## src/rtl/multdiv_sequencer.sv

```systemverilog
// Multi-cycle signed multiply (Booth radix-2) / restoring divide sequencer for the execute stage.
// Optional build macro MULTDIV_DIV0_FASTPATH_EN: divide-by-zero completes without iterating.
module multdiv_sequencer (
  input  logic        clock,
  input  logic        resetn,
  input  logic        start,
  input  logic [4:0]  ALU_op,
  input  logic [31:0] operandA,
  input  logic [31:0] operandB,
  input  logic        flush,
  output logic        busy,
  output logic        stall,
  output logic [31:0] result,
  output logic        result_valid,
  output logic        exception
);

  localparam logic [1:0] IDLE = 2'd0;
  localparam logic [1:0] MUL  = 2'd1;
  localparam logic [1:0] DIV  = 2'd2;
  localparam logic [1:0] DONE = 2'd3;

  localparam logic [4:0] OP_MUL = 5'b00110;
  localparam logic [4:0] OP_DIV = 5'b00111;

  logic [1:0]  state;
  logic [5:0]  count;
  logic [32:0] acc_hi;
  logic [31:0] acc_lo;
  logic        booth_bit;
  logic [31:0] mcand;
  logic        neg_quot;
  logic        div_zero;
  logic        div_ovf;

  logic        is_mul;
  logic        is_div;
  logic        accept;
  logic        last_iter;
  logic [31:0] abs_a;
  logic [31:0] abs_b;

  logic [32:0] mcand_ext;
  logic [32:0] booth_sum;
  logic [32:0] booth_hi_next;
  logic [31:0] booth_lo_next;
  logic        mul_ovf;

  logic [32:0] rem_shift;
  logic [32:0] trial;
  logic [32:0] rem_next;
  logic [31:0] quo_next;
  logic [31:0] quo_signed;

  assign is_mul    = (ALU_op == OP_MUL);
  assign is_div    = (ALU_op == OP_DIV);
  assign accept    = (state == IDLE) && start && (is_mul || is_div) && !flush;
  assign last_iter = (count == 6'd31);
  assign abs_a     = operandA[31] ? (32'd0 - operandA) : operandA;
  assign abs_b     = operandB[31] ? (32'd0 - operandB) : operandB;

  assign busy         = (state != IDLE);
  assign stall        = accept || (state == MUL) || (state == DIV);
  assign result_valid = (state == DONE) && !flush;

  // Booth step: P carries a 33rd guard bit so subtracting the most negative multiplicand cannot overflow.
  assign mcand_ext = {mcand[31], mcand};

  always_comb begin
    booth_sum = acc_hi;
    case ({acc_lo[0], booth_bit})
      2'b01:   booth_sum = acc_hi + mcand_ext;
      2'b10:   booth_sum = acc_hi - mcand_ext;
      default: booth_sum = acc_hi;
    endcase
  end

  assign booth_hi_next = {booth_sum[32], booth_sum[32:1]};
  assign booth_lo_next = {booth_sum[0], acc_lo[31:1]};
  assign mul_ovf       = (booth_hi_next[31:0] != {32{booth_lo_next[31]}});

  // Restoring divide: remainder in acc_hi, dividend bits shift out of acc_lo as quotient bits shift in.
  assign rem_shift = {acc_hi[31:0], acc_lo[31]};
  assign trial     = rem_shift - {1'b0, mcand};

  always_comb begin
    rem_next = rem_shift;
    quo_next = {acc_lo[30:0], 1'b0};
    if (!trial[32]) begin
      rem_next = trial;
      quo_next = {acc_lo[30:0], 1'b1};
    end
  end

  assign quo_signed = neg_quot ? (32'd0 - quo_next) : quo_next;

  always_ff @(posedge clock) begin
    if (!resetn) begin
      state     <= IDLE;
      count     <= 6'd0;
      acc_hi    <= 33'd0;
      acc_lo    <= 32'd0;
      booth_bit <= 1'b0;
      mcand     <= 32'd0;
      neg_quot  <= 1'b0;
      div_zero  <= 1'b0;
      div_ovf   <= 1'b0;
      result    <= 32'd0;
      exception <= 1'b0;
    end else if (flush) begin
      state <= IDLE;
      count <= 6'd0;
    end else begin
      case (state)
        IDLE: begin
          if (accept) begin
            count     <= 6'd0;
            acc_hi    <= 33'd0;
            booth_bit <= 1'b0;
            if (is_mul) begin
              state  <= MUL;
              acc_lo <= operandB;
              mcand  <= operandA;
            end else begin
              state    <= DIV;
              acc_lo   <= abs_a;
              mcand    <= abs_b;
              neg_quot <= operandA[31] ^ operandB[31];
              div_zero <= (operandB == 32'd0);
              div_ovf  <= (operandA == 32'h8000_0000) && (operandB == 32'hFFFF_FFFF);
`ifdef MULTDIV_DIV0_FASTPATH_EN
              if (operandB == 32'd0) begin
                state     <= DONE;
                result    <= 32'd0;
                exception <= 1'b1;
              end
`endif
            end
          end
        end
        MUL: begin
          acc_hi    <= booth_hi_next;
          acc_lo    <= booth_lo_next;
          booth_bit <= acc_lo[0];
          count     <= count + 6'd1;
          if (last_iter) begin
            state     <= DONE;
            count     <= count;
            result    <= booth_lo_next;
            exception <= mul_ovf;
          end
        end
        DIV: begin
          acc_hi <= rem_next;
          acc_lo <= quo_next;
          count  <= count + 6'd1;
          if (last_iter) begin
            state <= DONE;
            count <= count;
            if (div_zero) begin
              result    <= 32'd0;
              exception <= 1'b1;
            end else if (div_ovf) begin
              result    <= 32'h8000_0000;
              exception <= 1'b1;
            end else begin
              result    <= quo_signed;
              exception <= 1'b0;
            end
          end
        end
        default: begin
          state <= IDLE;
        end
      endcase
    end
  end

endmodule

```

## config.mk

```make
export PLATFORM = sky130hd
export DESIGN_NAME = multdiv_sequencer
export DESIGN_NICKNAME = d
export VERILOG_FILES = /design/src/rtl/multdiv_sequencer.sv
export SDC_FILE = /design/constraint.sdc
export NUM_CORES = 1
export LEC_CHECK = 0
export ABC_AREA = 1
export BUFFER_PORTS_ARGS = -buffer_cell sky130_fd_sc_hd__buf_2
export CORE_MARGIN = 2
export CORE_UTILIZATION = 57
export DETAILED_ROUTE_END_ITERATION = 6
export PLACE_DENSITY = 0.79
export SYNTH_ARGS = -nofsm -noshare
export SYNTH_HDL_FRONTEND = slang
export SYNTH_SLANG_ARGS = --single-unit
```

## constraint.sdc

```tcl
create_clock -name clock -period 4.8 [get_ports clock]
set_clock_uncertainty 0.15 [all_clocks]
set_input_delay 1.44 -clock clock [delete_from_list [all_inputs] [get_ports clock]]
set_output_delay 1.44 -clock clock [all_outputs]
set_load 0.01 [all_outputs]
```

Word level (Yosys, flattened, before mapping). Cells that the tools add are included.

Register bits after elaboration: 142. Bits in latches: 0. Memory bits (writable): 0. Memory bits (read-only): 0. Input port bits: 73. Output and inout bits: 36. Logic and storage cells: 94. Memories: 0.

$add $sub $neg: 7. Multiply operators: 0. Div/mod/pow operators: 0. Order comparisons: 0. Equal/unequal tests: 16. Shifts and indexed selects: 0. Multiplexer cells: 31. Bitwise logic cells: 4. Reductions and logical operators: 25.

Operator list (number): $mux 32 (10); $pmux 33 s3 (1); $pmux 32 s3 (1); $sub 1x32->32 const A (3); $mux 33 (2); $pmux 33 s2 (1); $eq 32x32->1 const B (2); $pmux 32 s2 (1); $add 33x33->33 (1); $sub 33x32->33 (1); $sub 33x33->33 (1); $logic_not 32->1 (1); $ne 32x32->1 (1); $mux 6 (2); $pmux 6 s2 (1); $reduce_and 3->1 (4); $eq 5x3->1 const B (2); $ne 2x2->1 const B (4); $reduce_and 4->1 (2); $reduce_bool 2->1 (4); $add 6x1->6 const B (1); $eq 2x2->1 const B (3); $eq 6x5->1 const B (1); $mux 1 (6); 14 further kinds (27).

Logic depth before layout (Yosys ltp).
Word-level depth: 8. Depth in mapped cells: 33. Depth with buffers taken out: 33.

Worst setup path before layout. No wires, ideal clock.

Path type: register to register. Start: register acc_lo[31]. End: register result[30]. Setup time: 0.122 ns. Arrival: 4.280 ns. Required time: 4.528 ns. Setup slack: 0.248 ns. Stages on the path, launching flop included: 30. Buffers on the path: 1. Clock period less this slack: 4.552 ns. Cells stage by stage: dfxtp_1 inv_1 ha_1 fa_1 inv_1 nand2_1 o21ai_0 a21oi_1 o21ai_0 nand3_1 nand2_1 nand4_1 nand2_1 ha_1 clkinv_1 clkbuf_1 ha_1 nand3_1 nor3_2 nand3_1 nor3_4 nand2_1 nand2_1 o21ai_1 a21oi_2 nand2_1 nor2_1 a21oi_1 o21ai_0 a21oi_1.

Longest elaborated chain between the ends: 8. Elaborated cells on any way between the ends: 9. Those cells by class: add/sub: 2; mux: 7.

RTL lines: from (decl) (RTL line 29) `logic [31:0] acc_lo;`; from (signal assigned) (RTL line 122) `acc_lo <= operandB;`; from (signal assigned) (RTL line 126) `acc_lo <= abs_a;`; from (signal assigned) (RTL line 143) `acc_lo <= booth_lo_next;`; $sub 33x32->33 (RTL line 84) `assign trial = rem_shift - {1'b0, mcand};`; $mux 1 (RTL line 89) `if (!trial[32]) begin`; $sub 1x32->32 (RTL line 95) `assign quo_signed = neg_quot ? (32'd0 - quo_next) : quo_next;`; $mux 32 (RTL line 95); $mux 32 (RTL line 163) `end else if (div_ovf) begin`; $mux 32 (RTL line 160) `if (div_zero) begin`; $mux 32 (RTL line 157) `if (last_iter) begin`; $pmux 32 s2 (*) (RTL line 114) `case (state)`; to (signal assigned) (RTL line 149) `result <= booth_lo_next;`; to (signal assigned) (RTL line 167) `result <= quo_signed;`; to (decl) (RTL line 13) `output logic [31:0] result,`.

Mark *: on every way between the ends. The rest lies on a longest branch, timed or not. The select of a mux whose other input is x is not followed. A chain may end at the register's enable or synchronous reset.

Worst setup path after layout.
Start: register acc_lo[31]. End: register result[28].

Longest elaborated chain between the ends: 8.

RTL lines (RTL line): $sub 33x32->33 (84); $mux 1 (89); $sub 1x32->32 (95); $mux 32 (95); $mux 32 (163); $mux 32 (160); $mux 32 (157); $pmux 32 s2 (114).

No other way between the ends. The select of a mux whose other input is x is not followed.

==> metrics.txt <==
Worst Hold Path EP=count[4]; Synthesized Nets=between 2000 and 3000; Post-synth EDFFs=0; Post-Synth Adder-Cell Area=approximately 6.5%; worst r2r src=acc_lo[31]; post-detail-place hpwl=around 44000 um; clock sinks=approximately 140; CTS buffer count=17; DRT iter0 DRCs=around 2200; Hold Crit Class=register to register; TritonCTS clock tree=built; Clock Pin Slew Worst Setup and Hold Paths=approximately 0.070 ns; largest family of logic cells by synthesized area=simple AND/OR/NAND/NOR gates; Wirelength per Cell=around 18 um; met1 global-route usage=approximately half; nets=roughly 2900; Arr. time, crit path=4.71 ns; Total Routed Length=57000 um; share of the yosys chip area belonging to registers=a little under a fifth; final hold vios=0; Max-Cap Viols=0; fill count=roughly 2700; RR Endpoint=result[28]; GRT Overall Usage=approximately 39%; first-pass iteration count of the detailed router=6; share of layout cells above drive strength 1=about a tenth; maximum vdd drop=approximately 0.26 mV; RD Place Congestion=between 1 and 1.5; Root Driver=clkbuf_16; vias after detailed routing=between 15000 and 20000; Chip Width=about 170 um; mux cell area share after synthesis=0%; r2r setup slk=~0.31 ns; largest net degree at the start of global routing=84; Setup violations, final=0; WHS=around 0.33 ns; initial antenna violation count=0; Synth Area in Compound Gates=around a quarter; ys async rst share=0%; status=complete, no violations; Synth-to-Final Area Change=10.2%; pwr dens=215 nW/um^2; vias in the first global route=around 17000; Worst slew margin=between 40% and 50%; io pins=~110; grt met3 use=under 10%; Crit Path Class=register to register; Die Area=approximately 28000 um^2; first-pass GRT wire length=between 80000 and 90000 um; via/cell ratio=6.04; reg2reg path depth=27; Ant. Diodes=0; hold path start=count[4]; post-route cell area=about 17000 um^2; leak pwr=a little over 8 nW; post-synthesis register bit count=142; Port-buffer cells=about 110; slowest stage delay, CP=about 0.37 ns; Syn Area/Cell=between 5 and 6 um^2; Die Ht=168 um; FP Rows=60; cts hold-fix bufs=0; post-synthesis simple-gate area fraction=between 30% and 40%; Distinct cells, synth=54; Setup crit start kind=register; Worst Max-Slew Pin Slew=approximately 0.75 ns; busiest grt layer=met2; CP max stage cell=fa_1; min Tclk post-route=4.49 ns; clk_lat worst skew=0.44 ns; placed inst area=between 15000 and 20000 um^2; DRT antenna net count=0; CTS max path bufs=2; Crit. End Element=register; Crit Path Max Fanout=4; fin crit share=between 90% and 100%; synthesized cell area=between 15000 and 20000 um^2; Cells on Worst Hold Path=2; Fmax=~0.22 GHz; CTS H-tree depth=4; Syn. warnings=0; Pwr Total=between 3 and 4 mW; fin. max-slew vios=0; met2 usage=between 60% and 70%; Core Region=~27000 um^2; Critical Path RT=approximately 5 ns; Synth Flop Type=dfxtp_1; Synth Instances=around 2700; DRC=0; Synth Area in XOR/XNOR=around 3.8%; Initial Util=about 57%; remaining global-route overflow=0
[where the power goes]
part	switching (mW)	internal (mW)
sequential	0.00687	1.18
combinational	0.750	0.330
clock	0.607	0.755
[stage by stage]
step | worst slack, ns | util, % | TNS [ns] | std cells
global route | -0.0237 | 63.3 | -0.0246 | 3090
CTS | 0.126 | 62.8 | 0 | 3087
detailed placement | 0.143 | 60.5 | 0 | 3055
finish | 0.309 | 63.3 | 0 | 3090
floorplan | 0.248 | - | 0 | 2676
global placement | 0.296 | 60.5 | 0 | 3055
[Yosys cell counts, types with 10 or more instances]
cell type	instances	area, um^2
a21oi_1	276	1380
ha_1	77	963
nand2_1	666	2500
o21bai_1	11	82.6
o211ai_1	42	315
inv_1	368	1380
a31oi_1	36	225
buf_2	19	95.1
o21ai_0	218	1090
dfxtp_1	142	2840
nor2_1	252	946
clkbuf_1	78	293
nand4_1	24	150
nor3_1	29	145
nand3_1	152	761
xor2_1	61	534
inv_2	10	37.5
nor4_1	14	87.6
o22ai_1	54	338
or2_2	17	106
[cell type report]
type | count | area, um^2 | share of cell area [%]
Clock buffer | 20 | 447 | 2.64
Clock inverter | 12 | 144 | 0.850
Inverter | 382 | 1430 | 8.47
Multi-Input combinational cell | 2047 | 10800 | 63.8
Sequential cell | 142 | 2840 | 16.8
Tap cell | 341 | 427 | 2.52
Timing Repair Buffer | 146 | 838 | 4.95
[logic make-up after synthesis]
| group | after synthesis |
|---|---|
| XOR/XNOR | 67 |
| buffers and inverters | 487 |
| flip-flops | 142 |
| AND/OR/NAND/NOR | 1206 |
| adder cells (fa/ha/maj) | 79 |
| AO/OA/AOI/OAI | 695 |
[flip-flops by register name, summed over array words and instances (netlist names)]
name,flops
div_ovf,1
div_zero,1
exception,1
booth_bit,1
acc_lo,32
count,6
acc_hi,33
mcand,32
state,2
neg_quot,1
result,32
[worst max-delay path, delay by kind of cell (launching register included)]
family	cells	cell delay, ns
flops	1	0.33
buf+inv	5	0.54
simple gates	10	1.20
fa+ha+maj	4	1.04
compound gates	8	1.20
[timing repair]
action                                  in CTS  in global routing
endpoints found under the setup margin       0                 18
resized for setup                            0                 33
buffers inserted                             0                  3
[routing by layer]
layer  routed length [um]  up-vias
met4                 2950        0
met1                22600     8450
li1                     -     9002
met5                    0        -
met2                26600     1030
met3                 4750      177
[how the worst max path moves through the flow]
stage | startpoint | slack [ns] | cells after the start | endpoint
floorplan | acc_lo[31] | 0.25 | 29 | result[30]
global placement | acc_lo[31] | 0.30 | 29 | result[30]
detailed placement | acc_lo[31] | 0.14 | 29 | result[30]
CTS | acc_lo[31] | 0.13 | 29 | result[30]
global route | mcand[6] | -0.02 | 25 | result[28]
finish | acc_lo[31] | 0.31 | 27 | result[28]
[cell usage in the layout, fill, tap and decap left out, types with 6 or more instances in the layout]
cell type,count
nor2_1,247
buf_4,37
o221ai_1,9
a21o_1,6
o22ai_1,54
xnor2_1,6
nor2_4,6
a221oi_1,7
o21bai_1,11
clkbuf_16,17
dfxtp_1,142
nand3b_1,7
ha_1,76
a21oi_1,271
nand2_1,662
o211ai_1,42
inv_2,12
o21ai_0,213
nand4_1,24
inv_1,366
nor4_1,14
o21ai_1,11
nor3_1,27
a31oi_1,36
nor2_2,12
nand3_1,149
buf_2,108
xor2_1,57
a21oi_2,9
nand3_2,9
or2_2,17
nor3_2,8
nand2_2,11
Power figures use the tool's default switching activity.
